==> config.mk <==
export PLATFORM = sky130hd
export DESIGN_NAME = cfi_log_dispatcher_flat
export DESIGN_NICKNAME = d
export VERILOG_FILES = /design/src/rtl/cfi_pkg.sv /design/src/rtl/cfi_log_dispatcher_if.sv /design/src/rtl/cfi_log_dispatcher.sv /design/src/flat_wrapper.sv
export SDC_FILE = /design/constraint.sdc
export NUM_CORES = 1
export LEC_CHECK = 0
export ABC_AREA = 1
export BUFFER_PORTS_ARGS = -buffer_cell sky130_fd_sc_hd__buf_2
export CORE_UTILIZATION = 51
export CTS_CLUSTER_DIAMETER = 120
export DETAILED_ROUTE_END_ITERATION = 16
export GPL_ROUTABILITY_DRIVEN = 0
export MAX_ROUTING_LAYER = met4
export PLACE_DENSITY = 0.8
export SLEW_MARGIN = 20
export SYNTH_ARGS = -nofsm -noshare
export SYNTH_HDL_FRONTEND = slang
export SYNTH_SLANG_ARGS = --single-unit
==> constraint.sdc <==
create_clock -name clk_i -period 2.19 [get_ports clk_i]
set_input_delay 0.3285 -clock clk_i [delete_from_list [all_inputs] [get_ports clk_i]]
set_output_delay 0.3285 -clock clk_i [all_outputs]
set_load 0.02 [all_outputs]
==> src/rtl/cfi_pkg.sv <==
// Shared CFI types: commit-log entry, fault causes and dispatcher FSM states.
package cfi_pkg;

   typedef struct packed {
      logic [31:0] pc;
      logic [31:0] target;
      logic [1:0]  kind;
   } cfi_log_t;

   typedef enum logic [1:0] {
      FAULT_NONE     = 2'b00,
      FAULT_MISMATCH = 2'b01,
      FAULT_TIMEOUT  = 2'b10
   } cfi_fault_e;

   typedef enum logic [1:0] {
      IDLE  = 2'b00,
      REQ   = 2'b01,
      WAIT  = 2'b10,
      FAULT = 2'b11
   } disp_state_e;

endpackage

==> src/rtl/cfi_log_dispatcher_if.sv <==
// Checker-side handshake: request/grant for the entry, then a single verdict.
interface cfi_log_dispatcher_if;

   logic               chk_req;
   cfi_pkg::cfi_log_t  chk_data;
   logic               chk_gnt;
   logic               chk_rsp_valid;
   logic               chk_rsp_ok;

   modport master (
      output chk_req, chk_data,
      input  chk_gnt, chk_rsp_valid, chk_rsp_ok
   );

   modport slave (
      input  chk_req, chk_data,
      output chk_gnt, chk_rsp_valid, chk_rsp_ok
   );

endinterface

==> src/rtl/cfi_log_dispatcher.sv <==
// Drains the CFI commit-log queue into the external checker, one check in flight,
// with response timeout and a sticky fault on mismatch or timeout.
module cfi_log_dispatcher
   import cfi_pkg::*;
#(
   parameter int unsigned TIMEOUT_CYCLES = 1024,
   parameter int unsigned CNT_WIDTH      = 32
) (
   input  logic                    clk_i,
   input  logic                    rst_ni,
   input  logic                    enable_i,
   input  logic                    queue_empty_i,
   input  cfi_log_t                queue_data_i,
   output logic                    queue_pop_o,
   cfi_log_dispatcher_if.master    chk,
   input  logic                    fault_clear_i,
   output logic                    cfi_fault_o,
   output cfi_fault_e              fault_cause_o,
   output logic                    busy_o,
   output logic [CNT_WIDTH-1:0]    checked_cnt_o
);

   localparam int unsigned TMR_W = $clog2(TIMEOUT_CYCLES);

   disp_state_e           state_q, state_d;
   cfi_log_t              data_q, data_d;
   logic [TMR_W-1:0]      tmr_q, tmr_d;
   cfi_fault_e            cause_q, cause_d;
   logic [CNT_WIDTH-1:0]  cnt_q, cnt_d;
   logic                  pop;
   logic                  can_pop;
   logic                  tmr_exp;

   assign can_pop = enable_i && !queue_empty_i;
   assign tmr_exp = (tmr_q == TMR_W'(TIMEOUT_CYCLES - 1));

   always_comb begin
      state_d = state_q;
      data_d  = data_q;
      tmr_d   = tmr_q;
      cause_d = cause_q;
      cnt_d   = cnt_q;
      pop     = 1'b0;
      unique case (state_q)
         IDLE: begin
            if (can_pop) begin
               pop     = 1'b1;
               data_d  = queue_data_i;
               state_d = REQ;
            end
         end
         REQ: begin
            if (chk.chk_gnt) begin
               tmr_d   = '0;
               state_d = WAIT;
            end
         end
         WAIT: begin
            tmr_d = tmr_q + TMR_W'(1);
            // A response in the expiry cycle takes priority over the timeout.
            if (chk.chk_rsp_valid) begin
               if (chk.chk_rsp_ok) begin
                  if (cnt_q != '1) cnt_d = cnt_q + CNT_WIDTH'(1);
                  if (can_pop) begin
                     pop     = 1'b1;
                     data_d  = queue_data_i;
                     state_d = REQ;
                  end else begin
                     state_d = IDLE;
                  end
               end else begin
                  cause_d = FAULT_MISMATCH;
                  state_d = FAULT;
               end
            end else if (tmr_exp) begin
               cause_d = FAULT_TIMEOUT;
               state_d = FAULT;
            end
         end
         FAULT: begin
            if (fault_clear_i) begin
               cause_d = FAULT_NONE;
               state_d = IDLE;
            end
         end
         default: state_d = IDLE;
      endcase
   end

   always_ff @(posedge clk_i or negedge rst_ni) begin
      if (!rst_ni) begin
         state_q <= IDLE;
         data_q  <= '0;
         tmr_q   <= '0;
         cause_q <= FAULT_NONE;
         cnt_q   <= '0;
      end else begin
         state_q <= state_d;
         data_q  <= data_d;
         tmr_q   <= tmr_d;
         cause_q <= cause_d;
         cnt_q   <= cnt_d;
      end
   end

   // The pop is combinational, so it is also masked while reset is held.
   assign queue_pop_o   = pop && rst_ni;
   assign chk.chk_req   = (state_q == REQ);
   assign chk.chk_data  = data_q;
   assign cfi_fault_o   = (state_q == FAULT);
   assign fault_cause_o = cause_q;
   assign busy_o        = (state_q == REQ) || (state_q == WAIT);
   assign checked_cnt_o = cnt_q;

endmodule
==> src/flat_wrapper.sv <==
// flat-port wrapper written by rule: the top's interface ports become plain ports
module cfi_log_dispatcher_flat import cfi_pkg::*;
#(
   parameter int unsigned TIMEOUT_CYCLES = 1024,
   parameter int unsigned CNT_WIDTH      = 32
)
  (clk_i, rst_ni, enable_i, queue_empty_i, queue_data_i, queue_pop_o, fault_clear_i, cfi_fault_o, fault_cause_o, busy_o, checked_cnt_o, chk_chk_req, chk_chk_data, chk_chk_gnt, chk_chk_rsp_valid, chk_chk_rsp_ok);
  cfi_log_dispatcher_if chk_i ();
  input  logic clk_i;
  input  logic rst_ni;
  input  logic enable_i;
  input  logic queue_empty_i;
  input  cfi_log_t queue_data_i;
  output logic queue_pop_o;
  input  logic fault_clear_i;
  output logic cfi_fault_o;
  output cfi_fault_e fault_cause_o;
  output logic busy_o;
  output logic [CNT_WIDTH-1:0] checked_cnt_o;
  output wire logic [$bits(chk_i.chk_req)-1:0] chk_chk_req;
  output wire logic [$bits(chk_i.chk_data)-1:0] chk_chk_data;
  input wire logic [$bits(chk_i.chk_gnt)-1:0] chk_chk_gnt;
  input wire logic [$bits(chk_i.chk_rsp_valid)-1:0] chk_chk_rsp_valid;
  input wire logic [$bits(chk_i.chk_rsp_ok)-1:0] chk_chk_rsp_ok;
  assign chk_chk_req = chk_i.chk_req;
  assign chk_chk_data = chk_i.chk_data;
  assign chk_i.chk_gnt = chk_chk_gnt;
  assign chk_i.chk_rsp_valid = chk_chk_rsp_valid;
  assign chk_i.chk_rsp_ok = chk_chk_rsp_ok;
  cfi_log_dispatcher #(.TIMEOUT_CYCLES(TIMEOUT_CYCLES), .CNT_WIDTH(CNT_WIDTH)) u_core (.clk_i(clk_i), .rst_ni(rst_ni), .enable_i(enable_i), .queue_empty_i(queue_empty_i), .queue_data_i(queue_data_i), .queue_pop_o(queue_pop_o), .chk(chk_i), .fault_clear_i(fault_clear_i), .cfi_fault_o(cfi_fault_o), .fault_cause_o(fault_cause_o), .busy_o(busy_o), .checked_cnt_o(checked_cnt_o));
endmodule
==> qor.csv, run 1 <==
stage;metric;value;unit
clock_network;clock tree buffer depth;2;
placed_design;number of port buffers;177;
logic_synthesis;Netlist cell types;28;
logic_synthesis;Seq cells post-synth;112;
timing;Slew @ Worst Pin;0.652;ns
finish;Finished Layout Cells;1056;
logic_synthesis;Post-Synthesis Cells;737;
global_routing;first-pass GRT wire length;22000;µm
clock_network;# hold bufs at CTS;0;
timing;final period utilization;94.7;%
logic_synthesis;xor-xnor portion of the synthesized cell area;2.17;%
logic_synthesis;main combinational cell family by area after synthesis;simple AND/OR/NAND/NOR gates;
placed_design;hpwl dp;9650;µm
die;Site Rows;38;
logic_synthesis;Synth Area in Compound Gates;7.89;%
status;failing checks;negative hold slack;
routing;routed via count;5044;
routing;per-cell routed wire length;12.3;µm
timing;Worst Clk Skew;0.0134;ns
routing;DRT antenna net count;0;
status;status;complete, but fails checks;
routing;vias per std cell;4.78;
clock_network;clock insertion delay at the later pin of the skew report;0.37;ns
worst_setup_path;kind of critical path;reg -> out;
placed_design;worst slack at placement;0.308;ns
worst_setup_path;Critical-path top delay cell;dfrtp_1;
worst_setup_path;Max Fanout on Critical Path;7;
worst_setup_path;Largest stage delay, worst path;0.42;ns
worst_setup_path;crit-path cells;inv_1 > ha_2 > inv_2 > nor2_8 > o21ai_0 > nor2_1 > buf_2;
pwr;Power Dens Cells;1050;nW/µm²
clock_network;CTS root buf;clkbuf_8;
finish;share of cells above drive strength 1;23.4;%
worst_setup_path;CP Launch Type;register;
logic_synthesis;yosys warns;0;
die;Ports;178;
finish;Nets;991;
die;DIE AREA;11500;µm²
timing;Final Setup Violations;0;
clock_network;CTS clk-pin slew, worst paths;0.12;ns
logic_synthesis;Avg Cell Area, Syn;7.66;µm²
timing;Fin Setup TNS;0;ns
placed_design;placed instance area;6620;µm²
worst_hold_path;hold crit path type;in -> async;
timing;RSZ-0062 raised after global routing;false;
finish;design area;6830;µm²
finish;ant diodes;0;
logic_synthesis;Adder-Cell Fraction of Synth Area;1.33;%
logic_synthesis;post-synthesis mux area share;0;%
timing;final hold viol count;2;
global_routing;largest net degree at the start of global routing;113;
routing;DRC viols;0;
job;# Max-Cap Violations;0;
worst_setup_path;CP required;1.86;ns
timing;max_slew headroom;56.5;%
worst_setup_path;CP Capture Type;output pin;
routing;wirelength, routed;13000;µm
timing;Pins Over Slew Limit;0;
pwr;LEAKAGE;3.91;nW
timing;final setup margin;0.116;ns
clock_network;total CTS buffers;9;
routing;initial DRC count;233;
logic_synthesis;Post-Syn Nets;817;
clock_network;CTS sink count;112;
placed_design;Placed Instances;1039;
global_routing;Overflow after GRT;0;
global_routing;antenna violations before repair;0;
die;core footprint;10800;µm²
die;Starting Density;52.3;%
die;Die Ht;107;µm
global_routing;number of global-route vias before repair;4674;
logic_synthesis;Post-Syn Area;5650;µm²
clock_network;H-tree Lvls;3;
routing;detailed-router iteration count before antenna repair;6;
clock_network;TritonCTS clock tree;built;
die;Die W;107;µm
worst_setup_path;delay-heaviest family, CP;buffers and inverters;
timing;final hold slack;-0.0257;ns
pwr;worst vdd ir;0.832;mV
global_routing;global-route usage over all layers;24.9;%
worst_setup_path;CP bufs+invs;3;
timing;fmax;482;MHz
logic_synthesis;simple-gate share of the synthesized area;28.6;%
timing;Tmin final;2.07;ns
worst_setup_path;Worst Path Arrival;1.75;ns
logic_synthesis;Seq/Total Area, Yosys;49.6;%
finish;growth of design area from synthesis to finish;21.0;%
## cell families after synthesis
group,after synthesis
AND/OR/NAND/NOR,388
buffers and inverters,130
flip-flops,112
AO/OA/AOI/OAI,87
XOR/XNOR,14
adder cells (fa/ha/maj),6
## area by class of cell
cell class,instances,area [µm²]
inverters,111,419
well taps,140,175
fillers,950,3960
flip-flops and latches,112,2800
multi-input cells,495,2270
clock inverters,6,67.6
repair buffers,182,963
clock buffers,10,138
## metrics by stage
step | util, % | power, mW
2_1_floorplan | - | 4.96
3_3_place_gp | 61.3 | 5.89
3_5_place_dp | 61.3 | 5.96
4_1_cts | 63.3 | 7.21
5_1_grt | 63.3 | 7.69
6_report | 63.3 | 7.17
## where the power goes
group / switching [mW] / internal [mW] / leakage (nW)
combinational: 1.88 / 0.935 / 2.34
sequential: 0.399 / 2.70 / 1.46
clock: 0.768 / 0.486 / 0.106
total: 3.05 / 4.12 / 3.91
## sequential cells by signal (all words and copies together), names as in the netlist
signal and cells:
u_core.state_q 2, u_core.chk.chk_data 66, u_core.checked_cnt_o 32, u_core.tmr_q 10
u_core.fault_cause_o 2
## cell usage in the layout, fill, tap and decap left out, types with 4 or more instances in the layout
master,n
a21oi_1,6
buf_2,176
clkbuf_8,10
dfrtp_1,112
ha_1,5
inv_1,108
nand2_1,272
nand3_1,24
nand3b_1,4
nand4_1,9
nor2_1,64
o21ai_0,63
o21ai_1,16
xnor2_1,5
xor2_1,9
## final timing paths
check / slack, ns / cells after the start / startpoint / to
min in group clk_i: 0.17 / 3 / queue_data_i[0] / u_core.chk.chk_data[0]$_DFFE_PN0P_
max reg2reg: 0.29 / 8 / u_core.state_q[1]$_DFFE_PN0P_ / u_core.tmr_q[9]$_DFFE_PN0P_
max in group asynchronous: 1.66 / 2 / rst_ni / u_core.checked_cnt_o[24]$_DFFE_PN0P_
min: -0.03 / 2 / rst_ni / u_core.fault_cause_o[0]$_DFFE_PN0P_
max: 0.12 / 7 / u_core.state_q[0]$_DFFE_PN0P_ / queue_pop_o
min reg2reg: 0.48 / 2 / u_core.fault_cause_o[1]$_DFFE_PN0P_ / u_core.fault_cause_o[1]$_DFFE_PN0P_
## cells in the mapped netlist
master      n  share of area (%)
nor3_1      3               0.27
o21ai_1    16                1.4
nor2_4      1               0.20
a21boi_0    1               0.13
nor2_8      2               0.71
buf_4       2               0.27
o21ai_0    63                5.6
inv_1     108                7.2
nand2_4     2               0.40
nand2_1   272                 18
ha_1        6                1.3
nand3b_1    4               0.53
o211ai_2    1               0.22
xnor2_1     5               0.78
nand2_8     1               0.35
buf_6      12                2.4
a21oi_1     6               0.53
inv_4       1               0.11
inv_2       2               0.13
nor2_2      3               0.33
nor2_1     64                4.3
nand4_1     9                1.0
nand3_1    24                2.1
dfrtp_1   112                 50
clkbuf_1    5               0.33
xor2_1      9                1.4
nand2_2     2               0.22
and3_1      1               0.11
## layer usage
metal  share of wire, %  global-route usage (%)  up-vias  wire (µm)
met2                 46                    38.2      175       5930
met1                 46                    33.7     2255       6000
li1                   -                       -     2599          -
met4                1.4                    6.95        0        180
met3                6.6                    4.80       15        851
met5                  0                       -        -          0
## repair_timing
action,CTS,global route
resized for setup,1,0
hold endpoints to repair,0,0
buffers inserted,1,0
setup endpoints to repair,1,0
Note: power is estimated with default switching activity, not from simulation.
==> run 2: changes to the inputs <==
--- a/config.mk
+++ b/config.mk
@@ -12,7 +12,7 @@
 export DETAILED_ROUTE_END_ITERATION = 16
 export GPL_ROUTABILITY_DRIVEN = 0
 export MAX_ROUTING_LAYER = met4
-export PLACE_DENSITY = 0.8
+export PLACE_DENSITY = 0.86
 export SLEW_MARGIN = 20
 export SYNTH_ARGS = -nofsm -noshare
 export SYNTH_HDL_FRONTEND = slang
==> run 2 against run 1 <==
The flow still finishes with violations (negative hold slack). Flip-flop and latch count unchanged. Register-to-register slack worse by 0.03 ns. Clock-buffer cell count down 1. Maximum frequency up 2.5%. Global-route usage up 0.93 points. Critical path depth unchanged. Combinational power up 2%. Sequential share of layout area down 0.097 points. First-iteration DRC count up 17%. Non-clock buffer count up 1. Worst setup slack better by 0.051 ns. Hold slack better by 0.0042 ns. Highest routed layer unchanged.
==> qor.csv, run 2 (synthesis results as in run 1) <==
stage;metric;value;unit
finish;register area;2800;µm²
finish;growth of design area from synthesis to finish;21.3;%
die;Ports;178;
routing;per-cell routed wire length;12.9;µm
die;Site Rows;38;
status;status;complete, but fails checks;
worst_setup_path;Max Fanout on Critical Path;8;
global_routing;antenna violations before repair;1;
finish;Layout fillers;930;
routing;routed via count;5216;
timing;Fin Setup TNS;0;ns
worst_setup_path;reg2reg path depth;9;
timing;Final Setup Violations;0;
pwr;worst vdd ir;0.783;mV
die;Die Ht;107;µm
placed_design;placed instance area;6610;µm²
clock_network;clock insertion delay at the later pin of the skew report;0.37;ns
global_routing;number of global-route vias before repair;4838;
die;core footprint;10800;µm²
worst_setup_path;CP Launch Point;u_core.state_q[0]$_DFFE_PN0P_;
timing;fmax;494;MHz
routing;DRT antenna net count;0;
pwr;LEAKAGE;3.91;nW
clock_network;clock tree buffer depth;2;
worst_setup_path;CP Launch Type;register;
worst_setup_path;RR Startpoint;u_core.state_q[0]$_DFFE_PN0P_;
worst_setup_path;Critical Path Sink;queue_pop_o;
clock_network;CTS root buf;clkbuf_8;
timing;Pins Over Slew Limit;0;
worst_setup_path;CP Capture Type;output pin;
global_routing;largest net degree at the start of global routing;113;
routing;vias per std cell;4.93;
status;failing checks;negative hold slack;
finish;Multi-input gate area;2280;µm²
timing;Worst Clk Skew;0.0165;ns
finish;Final Util;63.5;%
clock_network;CTS clk-pin slew, worst paths;0.11;ns
finish;most common cell after layout, fill and taps aside;nand2_1;
routing;DRC viols;0;
finish;Nets;993;
routing;initial DRC count;273;
clock_network;CTS sink count;112;
worst_setup_path;kind of critical path;reg -> out;
die;Die W;107;µm
placed_design;hpwl dp;9860;µm
timing;Slew @ Worst Pin;0.633;ns
die;DIE AREA;11500;µm²
routing;wirelength, routed;13700;µm
timing;Tmin final;2.02;ns
finish;share of cells above drive strength 1;23.6;%
finish;design area;6850;µm²
timing;final hold viol count;3;
global_routing;Overflow after GRT;0;
job;# Max-Cap Violations;0;
timing;final period utilization;92.4;%
clock_network;TritonCTS clock tree;built;
routing;detailed-router iteration count before antenna repair;5;
worst_setup_path;r2r endpoint;u_core.chk.chk_data[28]$_DFFE_PN0P_;
placed_design;number of port buffers;177;
global_routing;global-route usage over all layers;25.8;%
worst_setup_path;CP required;1.86;ns
clock_network;total CTS buffers;9;
pwr;Power Dens Cells;1050;nW/µm²
clock_network;H-tree Lvls;3;
timing;final hold slack;-0.0215;ns
worst_setup_path;Worst Path Arrival;1.69;ns
finish;max FFs per register;66;
finish;most frequent cells in the layout;nand2_1 (272), buf_2 (176), dfrtp_1 (112);
timing;max_slew headroom;57.8;%
worst_setup_path;R2R setup slack;0.26;ns
global_routing;first-pass GRT wire length;22600;µm
timing;RSZ-0062 raised after global routing;false;
die;Starting Density;52.3;%
worst_hold_path;hold crit path type;in -> async;
-- run 2: cell count changes in the layout (fill, tap and decap cells not counted), sizes merged --
| cell | change |
|---|---|
| o211ai | +1 |
| clkinv | +1 |
| diode | +1 |
-- run 2: what timing repair did --
| action | CTS | global route |
|---|---|---|
| gates resized for setup | 1 | 3 |
| pin swaps | 1 | 1 |
| setup endpoints to repair | 1 | 44 |
| hold buffers | 0 | 0 |
| cloned | 0 | 2 |
| buffers inserted | 1 | 0 |
-- run 2: worst min path at each step --
stage	end	cells past startpoint	start	slack (ns)
after floorplan	u_core.checked_cnt_o[0]$_DFFE_PN0P_	0	rst_ni	0.03
after global placement	u_core.fault_cause_o[0]$_DFFE_PN0P_	2	u_core.fault_cause_o[0]$_DFFE_PN0P_	0.46
after detailed placement	u_core.fault_cause_o[0]$_DFFE_PN0P_	2	u_core.fault_cause_o[0]$_DFFE_PN0P_	0.46
after CTS	u_core.checked_cnt_o[27]$_DFFE_PN0P_	2	rst_ni	0.06
after global routing	u_core.checked_cnt_o[26]$_DFFE_PN0P_	2	rst_ni	0.07
final	u_core.tmr_q[2]$_DFFE_PN0P_	2	rst_ni	-0.02
-- run 2: critical path, stage by stage, from the launching register on --
cell	delay, ns
dfrtp_1	0.43
inv_1	0.11
ha_2	0.26
inv_4	0.10
nor2_8	0.09
o21ai_0	0.08
nor2_1	0.09
buf_2	0.17
-- run 2: where the power goes --
group	internal (mW)	switching, mW	total (mW)
sequential	2.70	0.415	3.12
clock	0.438	0.760	1.20
combinational	0.953	1.93	2.88
total	4.09	3.10	7.19
-- run 2: final cells by class --
class | instances | area share [%]
antenna | 1 | 0.0365
inverter | 111 | 6.16
clock buffer | 9 | 1.81
tap | 140 | 2.56
clock inverter | 7 | 0.895
multi-input combinational | 496 | 33.3
timing repair buffer | 183 | 14.3
sequential | 112 | 40.9
-- run 2: layer usage --
layer	part of all wire (%)	track usage, %	vias to the layer above
met2	48	39.9	192
met1	44	34.3	2409
li1	-	-	2597
met5	0	-	-
met3	6.8	4.56	18
met4	1.7	9.10	0
-- run 2: through the flow --
step	setup slack, ns	power (mW)	cells	hold WS [ns]
final	0.167	7.19	1059	-0.0215
after global routing	0.0227	7.72	1059	0.0674
after CTS	0.136	7.18	1056	0.0631
after detailed placement	0.118	5.98	1039	0.456
after global placement	0.215	5.87	1039	0.455
after floorplan	0.458	4.96	737	0.0329
==> run 3: changes to the inputs <==
--- a/config.mk
+++ b/config.mk
@@ -7,12 +7,13 @@
 export LEC_CHECK = 0
 export ABC_AREA = 1
 export BUFFER_PORTS_ARGS = -buffer_cell sky130_fd_sc_hd__buf_2
-export CORE_UTILIZATION = 51
+export CORE_UTILIZATION = 35
 export CTS_CLUSTER_DIAMETER = 120
 export DETAILED_ROUTE_END_ITERATION = 16
 export GPL_ROUTABILITY_DRIVEN = 0
+export HOLD_SLACK_MARGIN = 0.1
 export MAX_ROUTING_LAYER = met4
-export PLACE_DENSITY = 0.86
+export PLACE_DENSITY = 0.64
 export SLEW_MARGIN = 20
 export SYNTH_ARGS = -nofsm -noshare
 export SYNTH_HDL_FRONTEND = slang
==> constraint.sdc (replaced) <==
create_clock -name clk_i -period 2.6 [get_ports clk_i]
set_input_delay 0.39 -clock clk_i [delete_from_list [all_inputs] [get_ports clk_i]]
set_output_delay 0.39 -clock clk_i [all_outputs]
set_load 0.02 [all_outputs]
==> run 3 against run 2 <==
The run now ends clean. Clock-buffer cell count grew 1. Critical path type unchanged. Clock skew shrank 0.0060 ns. Largest cell class unchanged. Routed wire length shrank 2.9%. Combinational power is 19% lower.
==> qor.csv, run 3 (synthesis results as in run 1) <==
stage;metric;value;unit
clock_network;CTS sink count;112;
routing;vias per std cell;4.29;
worst_setup_path;CP bufs+invs;3;
timing;Slew @ Worst Pin;0.593;ns
pwr;Power Dens Cells;918;nW/µm²
global_routing;antenna violations before repair;0;
global_routing;Overflow after GRT;0;
worst_setup_path;crit-path cells;inv_1 > ha_1 > inv_2 > nor2_8 > o21ai_0 > nor2_1 > buf_2;
finish;most common cell after layout, fill and taps aside;nand2_1;
timing;Worst Clk Skew;0.0106;ns
pwr;LEAKAGE;3.94;nW
die;Site Rows;46;
clock_network;post-CTS setup buffer count;0;
finish;max FFs per register;66;
timing;RSZ-0062 raised after global routing;false;
die;Ports;178;
clock_network;CTS root buf;clkbuf_16;
timing;Tmin final;2.30;ns
worst_setup_path;kind of critical path;reg -> out;
die;core footprint;15800;µm²
finish;ant diodes;0;
global_routing;largest net degree at the start of global routing;133;
placed_design;placed instance area;6690;µm²
clock_network;total CTS buffers;9;
finish;design area;7000;µm²
routing;initial DRC count;192;
worst_setup_path;Largest stage delay, worst path;0.42;ns
placed_design;hpwl dp;9720;µm
die;Die W;129;µm
timing;final hold viol count;0;
finish;growth of design area from synthesis to finish;24.0;%
worst_setup_path;delay-heaviest family, CP;buffers and inverters;
die;Starting Density;35.7;%
job;# Max-Cap Violations;0;
clock_network;H-tree Lvls;3;
timing;Pins Over Slew Limit;0;
routing;routed via count;4839;
routing;detailed-router iteration count before antenna repair;4;
timing;final period utilization;88.4;%
die;DIE AREA;16600;µm²
finish;most frequent cells in the layout;nand2_1 (272), buf_2 (176), dfrtp_1 (112);
worst_setup_path;Max Fanout on Critical Path;9;
pwr;worst vdd ir;0.550;mV
global_routing;first-pass GRT wire length;21600;µm
status;status;completed;
finish;share of cells above drive strength 1;23.0;%
routing;per-cell routed wire length;11.8;µm
global_routing;global-route usage over all layers;17.1;%
worst_setup_path;CP required;2.21;ns
routing;DRT antenna net count;0;
worst_setup_path;Critical-path top delay cell;dfrtp_1;
worst_hold_path;hold crit path type;in -> async;
placed_design;worst slack at placement;0.611;ns
clock_network;# hold bufs at CTS;0;
worst_setup_path;CP Launch Type;register;
finish;Nets;988;
worst_setup_path;CP Capture Type;output pin;
placed_design;number of port buffers;177;
timing;final setup margin;0.302;ns
finish;Layout fillers;1628;
die;Die Ht;129;µm
clock_network;clock tree buffer depth;2;
routing;DRC viols;0;
clock_network;TritonCTS clock tree;built;
clock_network;clock insertion delay at the later pin of the skew report;0.36;ns
global_routing;number of global-route vias before repair;4453;
clock_network;# resized after CTS;0;
routing;wirelength, routed;13300;µm
timing;fmax;435;MHz
timing;max_slew headroom;60.5;%
timing;Final Setup Violations;0;
worst_setup_path;Worst Path Arrival;1.91;ns
timing;Fin Setup TNS;0;ns
clock_network;CTS clk-pin slew, worst paths;0.08;ns
-- run 3: cell count changes in the layout (fill, tap and decap cells not counted), moves of 2 or more --
cell / delta
clkbuf_8: -8
buf_4: -2
clkinv_2: -2
clkbuf_16: +8
inv_8: +2
-- run 3: through the flow --
step | hold WS [ns] | power, mW | std cells | utilization [%]
global route | 0.227 | 6.87 | 1129 | 44.3
finish | 0.164 | 6.43 | 1129 | 44.3
detailed placement | 0.458 | 4.99 | 1113 | 42.2
global placement | 0.460 | 4.96 | 1113 | 42.2
floorplan | 0.0944 | 4.18 | 737 | -
CTS | 0.208 | 6.51 | 1129 | 44.3
-- run 3: worst paths after layout --
path / slack [ns] / depth (start not counted) / to / start
hold reg to reg: 0.47 / 2 / u_core.fault_cause_o[1]$_DFFE_PN0P_ / u_core.fault_cause_o[1]$_DFFE_PN0P_
hold / removal: 0.16 / 2 / u_core.chk.chk_data[34]$_DFFE_PN0P_ / rst_ni
max in group asynchronous: 1.99 / 2 / u_core.chk.chk_data[52]$_DFFE_PN0P_ / rst_ni
min in group clk_i: 0.25 / 3 / u_core.chk.chk_data[28]$_DFFE_PN0P_ / queue_data_i[28]
setup / recovery: 0.30 / 7 / queue_pop_o / u_core.state_q[0]$_DFFE_PN0P_
setup reg to reg: 0.60 / 8 / u_core.chk.chk_data[1]$_DFFE_PN0P_ / u_core.state_q[0]$_DFFE_PN0P_
-- run 3: report_power, final --
group,switching [mW],internal [mW],total [mW]
registers,0.316,2.28,2.59
clock network,0.701,0.800,1.50
logic,1.57,0.771,2.34
total,2.59,3.85,6.43
-- run 3: layout make-up --
class	count	area (µm²)	area share, %
clock inverters	6	78.8	1.13
multi-input cells	495	2270	32.4
flip-flops and latches	112	2800	40.0
well taps	216	270	3.86
repair buffers	179	928	13.3
inverters	111	419	5.98
clock buffers	10	239	3.41
-- run 3: routing by layer --
metal | track usage (%) | part of all wire (%) | vias to the layer above
met1 | 22.9 | 49 | 2091
met3 | 4.54 | 6.6 | 17
met5 | - | 0 | -
met4 | 5.40 | 1.7 | 0
li1 | - | - | 2598
met2 | 25.2 | 43 | 133
